[config.mk]
export PLATFORM = sky130hd
export DESIGN_NAME = mc_ctrl
export DESIGN_NICKNAME = d
export VERILOG_FILES = /design/src/rtl/mc_ctrl.sv
export SDC_FILE = /design/constraint.sdc
export NUM_CORES = 1
export LEC_CHECK = 0
export CORE_ASPECT_RATIO = 0.9
export CORE_MARGIN = 3
export CORE_UTILIZATION = 45
export DETAILED_ROUTE_END_ITERATION = 7
export PLACE_DENSITY = 0.77
export SETUP_SLACK_MARGIN = 0.5
export SKIP_LAST_GASP = 1
export SYNTH_ARGS = -nofsm -noshare
export SYNTH_HDL_FRONTEND = slang
export SYNTH_SLANG_ARGS = --single-unit
[constraint.sdc]
create_clock -name clk -period 3.5 [get_ports clk]
set_clock_uncertainty 0.1 [all_clocks]
set_input_delay 0.875 -clock clk [delete_from_list [all_inputs] [get_ports clk]]
set_output_delay 0.875 -clock clk [all_outputs]
set_load 0.02 [all_outputs]
[src/rtl/mc_ctrl.sv]
// mc_ctrl: multi-cycle control unit for the 16-bit core.
// Fetches over a req/ack handshake, decodes the 4-bit opcode and sequences
// FETCH/DECODE/EXEC/MEM/WB, driving ALU, regfile, data memory and PC control.
module mc_ctrl #(
    parameter int unsigned PC_W     = 8,
    parameter int unsigned INSTR_W  = 16,
    parameter int unsigned RESET_PC = 0
) (
    input  logic               clk,
    input  logic               rst_n,
    output logic               imem_req,
    output logic [PC_W-1:0]    imem_addr,
    input  logic               imem_ack,
    input  logic [INSTR_W-1:0] imem_rdata,
    output logic [3:0]         rf_raddr1,
    output logic [3:0]         rf_raddr2,
    output logic               rf_we,
    output logic [3:0]         rf_waddr,
    output logic               wb_sel,
    output logic [2:0]         alu_cmd,
    output logic               alu_src_imm,
    output logic [15:0]        imm,
    output logic               dmem_req,
    output logic               dmem_we,
    input  logic               dmem_ack,
    input  logic               br_zero,
    output logic               illegal,
    output logic [PC_W-1:0]    pc
);

    typedef enum logic [2:0] {
        S_FETCH,
        S_DECODE,
        S_EXEC,
        S_MEM,
        S_WB
    } state_t;

    typedef enum logic [3:0] {
        OP_NOP  = 4'h0,
        OP_ADD  = 4'h1,
        OP_SUB  = 4'h2,
        OP_AND  = 4'h3,
        OP_OR   = 4'h4,
        OP_XOR  = 4'h5,
        OP_SL   = 4'h6,
        OP_SR   = 4'h7,
        OP_SRU  = 4'h8,
        OP_ADDI = 4'h9,
        OP_LD   = 4'hA,
        OP_ST   = 4'hB,
        OP_BZ   = 4'hC
    } opcode_t;

    typedef enum logic [2:0] {
        ALU_ADD = 3'b000,
        ALU_SUB = 3'b001,
        ALU_AND = 3'b010,
        ALU_OR  = 3'b011,
        ALU_XOR = 3'b100,
        ALU_SL  = 3'b101,
        ALU_SR  = 3'b110,
        ALU_SRU = 3'b111
    } alu_t;

    state_t             state;
    logic [INSTR_W-1:0] ir;
    logic [3:0]         op;
    alu_t               alu_next;
    logic               src_imm_next;
    logic [PC_W-1:0]    pc_inc;
    logic [PC_W-1:0]    br_off;
    logic [PC_W-1:0]    pc_br;

    assign op        = ir[15:12];
    assign imem_addr = pc;
    assign rf_raddr1 = ir[7:4];
    assign rf_raddr2 = (op == OP_ST || op == OP_BZ) ? ir[11:8] : ir[3:0];
    assign rf_waddr  = ir[11:8];

    // PC arithmetic wraps modulo 2^PC_W; the branch offset is sign-extended then truncated
    assign pc_inc = pc + PC_W'(1);
    assign br_off = PC_W'({{PC_W{ir[7]}}, ir[7:0]});
    assign pc_br  = pc_inc + br_off;

    // ALU function and operand-b select for the latched opcode
    always_comb begin
        alu_next     = ALU_ADD;
        src_imm_next = 1'b0;
        case (op)
            OP_SUB:                alu_next = ALU_SUB;
            OP_AND:                alu_next = ALU_AND;
            OP_OR:                 alu_next = ALU_OR;
            OP_XOR:                alu_next = ALU_XOR;
            OP_SL:                 alu_next = ALU_SL;
            OP_SR:                 alu_next = ALU_SR;
            OP_SRU:                alu_next = ALU_SRU;
            OP_ADDI, OP_LD, OP_ST: src_imm_next = 1'b1;
            default:               alu_next = ALU_ADD;
        endcase
    end

    // Sequencer: state, PC, IR and every strobe are registered together
    always_ff @(posedge clk) begin
        if (!rst_n) begin
            state       <= S_FETCH;
            pc          <= PC_W'(RESET_PC);
            ir          <= '0;
            imem_req    <= 1'b1;
            dmem_req    <= 1'b0;
            dmem_we     <= 1'b0;
            rf_we       <= 1'b0;
            wb_sel      <= 1'b0;
            illegal     <= 1'b0;
            alu_cmd     <= ALU_ADD;
            alu_src_imm <= 1'b0;
            imm         <= '0;
        end else begin
            case (state)
                S_FETCH: begin
                    if (imem_ack) begin
                        ir       <= imem_rdata;
                        imem_req <= 1'b0;
                        illegal  <= (imem_rdata[15:12] > OP_BZ);
                        state    <= S_DECODE;
                    end
                end
                S_DECODE: begin
                    illegal     <= 1'b0;
                    alu_cmd     <= alu_next;
                    alu_src_imm <= src_imm_next;
                    imm         <= {{12{ir[3]}}, ir[3:0]};
                    state       <= S_EXEC;
                end
                S_EXEC: begin
                    case (op)
                        OP_LD, OP_ST: begin
                            dmem_req <= 1'b1;
                            dmem_we  <= (op == OP_ST);
                            state    <= S_MEM;
                        end
                        OP_ADD, OP_SUB, OP_AND, OP_OR, OP_XOR,
                        OP_SL, OP_SR, OP_SRU, OP_ADDI: begin
                            rf_we  <= 1'b1;
                            wb_sel <= 1'b0;
                            state  <= S_WB;
                        end
                        OP_BZ: begin
                            pc       <= br_zero ? pc_br : pc_inc;
                            imem_req <= 1'b1;
                            state    <= S_FETCH;
                        end
                        default: begin
                            pc       <= pc_inc;
                            imem_req <= 1'b1;
                            state    <= S_FETCH;
                        end
                    endcase
                end
                S_MEM: begin
                    if (dmem_ack) begin
                        dmem_req <= 1'b0;
                        dmem_we  <= 1'b0;
                        if (op == OP_ST) begin
                            pc       <= pc_inc;
                            imem_req <= 1'b1;
                            state    <= S_FETCH;
                        end else begin
                            rf_we  <= 1'b1;
                            wb_sel <= 1'b1;
                            state  <= S_WB;
                        end
                    end
                end
                S_WB: begin
                    rf_we    <= 1'b0;
                    wb_sel   <= 1'b0;
                    pc       <= pc_inc;
                    imem_req <= 1'b1;
                    state    <= S_FETCH;
                end
                default: begin
                    imem_req <= 1'b1;
                    state    <= S_FETCH;
                end
            endcase
        end
    end

endmodule
After elaboration in Yosys (flattened, before gate mapping) --
Index checks and enable logic that the tools add are counted.
Word-level totals: flip-flop bits (word level) 41, bits of input ports 21
Cells by class: add/sub/neg operators 2, mux-type cells 31, reductions and logical operators 16, $lt $le $gt $ge 1, eq/ne operators 23, bitwise operators 1
Operators with widths (count):
- 2-to-1 mux 8 bit | 3
- case mux 8 bit (3 select lines) | 1
- case mux 3 bit (7 select lines) | 1
- == test 4 bit (second input constant) | 5
- == test 4 x 3 -> 1 bit (second input constant) | 4
- case mux 8 bit (2 select lines) | 1
- inequality test 2 bit (second input constant) | 7
- 2-to-1 mux 1 bit | 13
- case mux 3 bit (4 select lines) | 1
- OR reduction 11 bit | 1
- 2-to-1 mux 3 bit | 3
- OR reduction 9 bit | 1
- adder 8 x 1 -> 8 bit (second input constant) | 1
- adder 8 bit | 1
- == test 4 x 2 -> 1 bit (second input constant) | 2
- AND reduction 4 bit | 2
- == test 3 x 2 -> 1 bit (second input constant) | 2
- case mux 1 bit (2 select lines) | 3
- case mux 1 bit (3 select lines) | 2
- case mux 3 bit (2 select lines) | 1
- AND reduction 2 bit | 3
- AND reduction 5 bit | 1
- == test 4 x 1 -> 1 bit (second input constant) | 1
- > comparator 4 bit (second input constant) | 1
- other kinds (12) | 13

Depth between registers and ports, before layout --
Gate-level depths: netlist of the first run.
word-level depth 5, depth in mapped cells 11

Least setup slack after synthesis of the first run --
No wires, ideal clock.
kind register to register, start register pc[1], in the netlist imem_addr[1], end register pc[7], in the netlist imem_addr[7], path slack 0.644 ns, arrival 2.685 ns, library setup time 0.070 ns, required time 3.330 ns, buffers on the path 0, stages on the path, launching flop included 11, period minus slack after synthesis 2.856 ns, path through dfxtp_1 -> ha_1 -> nand3_1 -> xnor2_1 -> ha_1 -> and3_1 -> a221oi_1 -> a21o_1 -> mux2i_1 -> or3_1 -> a21oi_1
Between the ends: word-level cells in the longest chain between the ends 5, elaborated cells between the ends (all ways) 7
Ends and longest elaborated chain:
- start: declaration | line 28 | output logic [PC_W-1:0] pc
- start signal: assignment | line 107 | pc <= PC_W'(RESET_PC);
- start signal: assignment | line 149 | pc <= br_zero ? pc_br : pc_inc;
- start signal: assignment | line 154 | pc <= pc_inc;
- adder 8 x 1 -> 8 bit * | line 82 | assign pc_inc = pc + PC_W'(1);
- adder 8 bit | line 84 | assign pc_br = pc_inc + br_off;
- 2-to-1 mux 8 bit | line 149
- case mux 8 bit (2 select lines) | line 136 | case (op)
- case mux 8 bit (3 select lines) * | line 119 | case (state)
Every way passes the cells marked *; elsewhere a longest branch is shown, timed or not. The select of a mux whose other input is x is not followed. A chain may end at the register's enable or synchronous reset.

Worst setup path after layout of the first run --
start register ir[13], end output rf_raddr2[1]
Between the ends: word-level cells in the longest chain between the ends 3, elaborated cells between the ends (all ways) 4
Ends and longest elaborated chain:
- start: declaration | line 67 | logic [INSTR_W-1:0] ir;
- start signal: assignment | line 122 | ir <= imem_rdata;
- == test 4 bit | line 78 | assign rf_raddr2 = (op == OP_ST || op == OP_BZ) ? ir[11:8] : ir[3:0];
- logical OR 1 bit * | line 78
- 2-to-1 mux 4 bit * | line 78
- end: declaration | line 16 | output logic [3:0] rf_raddr2,
Every way passes the cells marked *; elsewhere a longest branch is shown, timed or not.

==> results of run 1 <==
-- state kept, by name, indices dropped and copies added, names as in the netlist, 3 cells and up --
register   count
alu_cmd        3
imem_addr      8
imm            4
ir            16
state          3
-- metrics by stage --
stage          setup WS [ns]  instance area, um^2  total power, mW  utilization, %  hold slack [ns]
2_1_floorplan          0.644                 2560            0.671               -            0.347
3_3_place_gp           0.661                 3130            0.747            58.3            0.342
3_5_place_dp           0.585                 3130            0.751            58.3            0.350
4_1_cts                0.556                 3250             1.14            60.3            0.365
5_1_grt                0.514                 3280             1.18            60.9            0.386
6_report               0.685                 3280             1.13            60.9            0.366
-- power breakdown --
part	switching, mW	total, mW	leakage [nW]	internal, mW
sequential	0.0320	0.520	0.337	0.488
clock	0.178	0.392	0.0554	0.214
combinational	0.118	0.220	0.853	0.102
-- critical path: cells and delay by family, from the launching register on --
family | cells | cell delay (ns)
buffers and inverters | 1 | 0.32
multiplexers | 1 | 0.36
AO/OA/AOI/OAI | 1 | 0.07
flip-flops | 1 | 0.44
AND/OR/NAND/NOR | 3 | 0.34
-- worst max path at each step --
stage / startpoint / end / slack (ns)
floorplan: imem_addr[1] / imem_addr[7] / 0.64
global placement: imem_addr[1] / imem_addr[7] / 0.66
detailed placement: imem_addr[0] / imem_addr[7] / 0.58
CTS: imem_addr[0] / imem_addr[7] / 0.56
global route: imem_addr[0] / imem_addr[7] / 0.51
finish: ir[13] / rf_raddr2[1] / 0.69
-- layer usage --
metal  vias up  GRT usage (%)  wire length (um)
met5         -              0                 0
met4         0           5.38                82
met3         9           4.78               467
met2        93           28.7              2860
met1      1109           28.2              2960
li1       1205              -                 -
-- layout by cell type, fill, tap and decap left out, types with 2 or more instances in the layout --
cell type	count
buf_4	4
clkdlybuf4s50_1	70
mux2_2	4
inv_1	6
and2_1	2
a21oi_1	43
and2_0	2
nor3_1	7
dfxtp_1	35
nand2b_1	4
nand2_1	62
a21o_1	5
xor2_1	5
clkbuf_8	5
and4_1	2
nor3b_1	2
xnor2_1	6
o21ai_0	15
nor4_1	4
ha_1	8
o21ai_1	4
or4_4	2
nand4_1	2
and3_1	3
dlygate4sd2_1	4
nor2_1	23
dfxtp_2	5
o21a_1	5
nand3_1	4
-- area by class of cell --
cell class,instances,area (um^2)
repair buffers,78,766
well taps,67,83.8
fillers,483,2100
flip-flops and latches,41,831
multi-input cells,240,1460
clock buffers,6,72.6
clock inverters,2,38.8
inverters,7,26.3
-- cell families (layout without fill, tap and decap cells) --
kind of cell / Yosys count / count (layout) / share of synthesized area (%)
DFF: 41 / 41 / 32.1
AOI/OAI and AO/OA: 87 / 87 / 20.9
buffers and inverters: 50 / 93 / 11.9
adders and majority gates: 10 / 10 / 5.18
muxes: 5 / 5 / 2.15
and+or+nand+nor: 127 / 127 / 24.0
xor gates and xnor gates: 11 / 11 / 3.77
-- repair_timing --
action,4_1_cts,5_1_grt
pin swaps,0,1
setup endpoints to repair,4,2
gates cloned,0,0
resized for setup,8,7
==> metrics.txt, run 1 <==
syn_nets 362; clock root buffer clkbuf_8; clock buffer depth 2; warnings from Yosys 0; Post-synth EDFFs 0; initial DRC count 227; share of the synthesized area in the top cell type 32.1%; Worst-Skew Late Latency 0.30 ns; layout cell share with drive strength beyond 1 8.56%; setup tns final 0 ns; Initial Util 47.6%; area leader, netlist dfxtp_1; CP max FO 11; Slew HR 52.8%; VDD IR max 0.214 mV; vias per cell 5.48; Max stage delay on crit path 0.44 ns; critical path class reg2out; Hold Path Class reg2reg; R2R Setup Slk 0.69 ns; DRC viols 0; Worst-path clk slew 0.09 ns; count of TritonRoute iterations in the first routing pass 4; cts hold-fix bufs 0; Max Slew Vio Count 0; initial antenna violation count 0; Rows 25; cell area power density 346 nW/um^2; Unique masters post-synth 53; Critical R2R Capture imem_addr[7]; slew of the pin with the lowest slew margin 0.706 ns; most frequent cell after synthesis nand2_1; fin nets 404; startpoint type of the worst setup path flip-flop; synthesized instance count 331; f_max 0.355 GHz; synth top area cells dfxtp_1, nand2_1, a21oi_1; worst endpoint required time 2.52 ns; P_leak 1.25 nW; count of state elements after synthesis 41; fraction of registers with async set or reset after synthesis 0%; via count 2416; CP max stage cell dfxtp_2; Final setup viols 0; status completed; Avg Inst Size Synth 7.73 um^2; post-CTS setup buffers 0; RSZ-0062 raised after global routing no; first-pass GRT wire length 10600 um; R2R cell count 10; Arr. time, crit path 1.84 ns; post-synthesis cell area 2560 um^2; Inst Count DP 433; prevailing post-synth register cell dfxtp_1; die height 77.5 um; largest net degree at the start of global routing 29; Horiz. Die Dim 85.5 um; gr usage total 19.5%; Clock Sinks 41; GRT overflow 0; IO Pins 75; hold depth 2; # diodes 0; post-synthesis sequential area ratio 32.1%; final std cells w/o fill 441; buffers added on ports 74; cell seen most often among critical-path stages nand2_1; wire per inst 14.4 um; CP Cell Sequence nor2_1 -> nand2_1 -> o21ai_0 -> nand2_1 -> mux2_2 -> dlygate4sd2_1; critical path endpoint category output pin; DIE AREA 6630 um^2; core area 5380 um^2; CTS buffer count 5; final WL 6370 um; hold_sp imm[0]; gpl congestion 0.872; vias in the first global route 2186; Final Hold Violating Endpoints 0; Max-Cap Viols 0; Synth top cells by count nand2_1, a21oi_1, dfxtp_1, buf_4, nor2_1; Hold Path End imm[0]; final worst-path cycle share 80.4%; r2r startpoint imem_addr[0]; Final ANT Viol Nets 0; area grow syn2layout 28.0%; minimum clock period 2.81 ns; CTS tree built; H-tree depth 2; DP Wirelength 4620 um
Power figures use the tool's default switching activity.
==> run 2, diff against run 1 <==
Settings changed: CORE_UTILIZATION 45 to 43.
Clock period 3.5 ns to 2.3 ns, I/O delays scaled along.
==> run 2 against run 1 <==
Compared with the run above: combinational power increased by 110%; critical path depth increased by 4; flip-flop and latch count unchanged; design area increased by 21%; global-route usage up 2.4 points; the flow now finishes with violations (setup timing).
==> metrics.txt, run 2 (synthesized netlist as in run 1, its figures left out) <==
R2R Setup Slk -0.24 ns; dpl ws -0.274 ns; Slew HR 72.9%; Clock Sinks 41; largest net degree at the start of global routing 18; Max stage delay on crit path 0.38 ns; first-pass GRT wire length 12300 um; P_leak 1.80 nW; final instance area 3960 um^2; layout cell share with drive strength beyond 1 35.1%; final std cells w/o fill 506; gpl congestion 0.893; dpl cell area 3530 um^2; GRT overflow 0; startpoint type of the worst setup path flip-flop; Final ANT Viol Nets 0; Final setup viols 4; die height 79.2 um; Inst Count DP 476; slew of the pin with the lowest slew margin 0.397 ns; worst endpoint required time 2.44 ns; Max-Cap Viols 0; Hold WS 0.376 ns; count of TritonRoute iterations in the first routing pass 5; vias in the first global route 2468; CP max FO 4; violated checks setup timing; via count 2757; critical path class reg2reg; f_max 0.394 GHz; fin nets 466; Top reg by flops ir; clock network fraction of total power 31.4%; core area 5730 um^2; vias per cell 5.45; commonest non-fill, non-tap cell in the layout nand2_1; status finished with violations; DIE AREA 6910 um^2; r2r startpoint imem_addr[1]; Initial Util 44.7%; Final Hold Violating Endpoints 0; sw frac 31.1%; Worst-Skew Late Latency 0.30 ns; max FFs per register 16; final WL 7990 um; cts hold-fix bufs 0; gr usage total 21.9%; # diodes 0; first element of the critical path imem_addr[1]; wire per inst 15.8 um; Pint 1.24 mW; final worst-path cycle share 110%; VDD IR max 0.276 mV; buffers added on ports 74; CP max stage cell dfxtp_4; area grow syn2layout 54.9%; Rows 26; setup tns final -0.416 ns; Critical R2R Capture imem_addr[7]; Net Switching 0.561 mW; R2R cell count 10; Horiz. Die Dim 87.3 um; clock root buffer clkbuf_8; minimum clock period 2.54 ns; DRC viols 0; CTS tree built; H-tree depth 2; IO Pins 75; fillcell total 461; most frequent cells in the layout nand2_1, buf_4, a21oi_1; CTS buffer count 5; Arr. time, crit path 2.68 ns; Reg power frac 43.0%; DP Wirelength 5360 um; Final Core Density 69.2%; critical path endpoint category flip-flop; clock buffer depth 2; RSZ-0062 raised after global routing yes; CP endpoint imem_addr[7]; Comb power frac 25.6%; Max Slew Vio Count 0; initial DRC count 327; Hold Path Class reg2reg; Worst-path clk slew 0.10 ns; cell area power density 455 nW/um^2; CP Cell Sequence ha_4 -> nand3_4 -> xnor2_2 -> ha_1 -> and3_4 -> a22o_1 -> a32o_1 -> mux2i_1 -> or3_1 -> a21oi_2; final worst-path setup slack -0.238 ns; total power 1.80 mW; initial antenna violation count 0
## run 2: cell count changes in the layout (fill, tap and decap cells not counted), sizes merged
cell           delta
bufinv            -1
clkdlybuf4s50    -51
dlymetal6s2s      +1
clkdlybuf4s15    +10
a31oi             +1
dlygate4sd2      +23
clkbuf           +13
buf              +65
clkinvlp          +1
## run 2: power by group through the flow
stage | sequential, mW | combinational [mW] | clock [mW]
6_report | 0.775 | 0.463 | 0.567
5_1_grt | 0.782 | 0.498 | 0.605
4_1_cts | 0.776 | 0.432 | 0.578
3_5_place_dp | 0.791 | 0.416 | 0
3_3_place_gp | 0.790 | 0.406 | 0
2_1_floorplan | 0.794 | 0.242 | 0
## run 2: area by class of cell
type	instances	area [um^2]	area share, %
Tap cell	70	87.6	2.21
Clock buffer	6	93.8	2.37
Clock inverter	2	16.3	0.410
Timing Repair Buffer	139	1190	30.0
Inverter	7	26.3	0.663
Sequential cell	41	856	21.6
Multi-Input combinational cell	241	1700	42.8
## run 2: metal layers
layer | vias up | global-route usage (%) | share of wire [%]
li1 | 1334 | - | -
met1 | 1277 | 29.8 | 44
met2 | 134 | 35.8 | 47
met3 | 12 | 4.46 | 7.1
met4 | 0 | 4.29 | 1.5
met5 | - | 0 | 0
## run 2: what timing repair did
item                                    CTS  global route
endpoints found under the setup margin   63            43
buffers inserted                         11             9
gates cloned                              1             1
resized for setup                       110            63
pin swaps                                24            23
## run 2: critical path, delay by kind of cell (launching register included)
family,cells,cell delay (ns)
AND/OR/NAND/NOR,3,0.62
AO/OA/AOI/OAI,3,0.59
adder cells (fa/ha/maj),2,0.49
flip-flops,1,0.38
XOR/XNOR,1,0.17
multiplexers,1,0.12
## run 2: worst min-delay path by stage
stage               startpoint  endpoint  slack, ns  cells past startpoint
finish                  ir[11]    ir[11]       0.38                      2
global route            imm[1]    imm[1]       0.40                      2
CTS                     ir[11]    ir[11]       0.38                      2
detailed placement      imm[1]    imm[1]       0.37                      2
global placement        imm[2]    imm[2]       0.35                      2
floorplan               ir[11]    ir[11]       0.35                      2
==> run 3, diff against run 2 <==
Settings changed: CTS_CLUSTER_SIZE from default to 24.
==> results of run 3 <==
No change in the layout: final DEF, timing and power equal those of run 2.
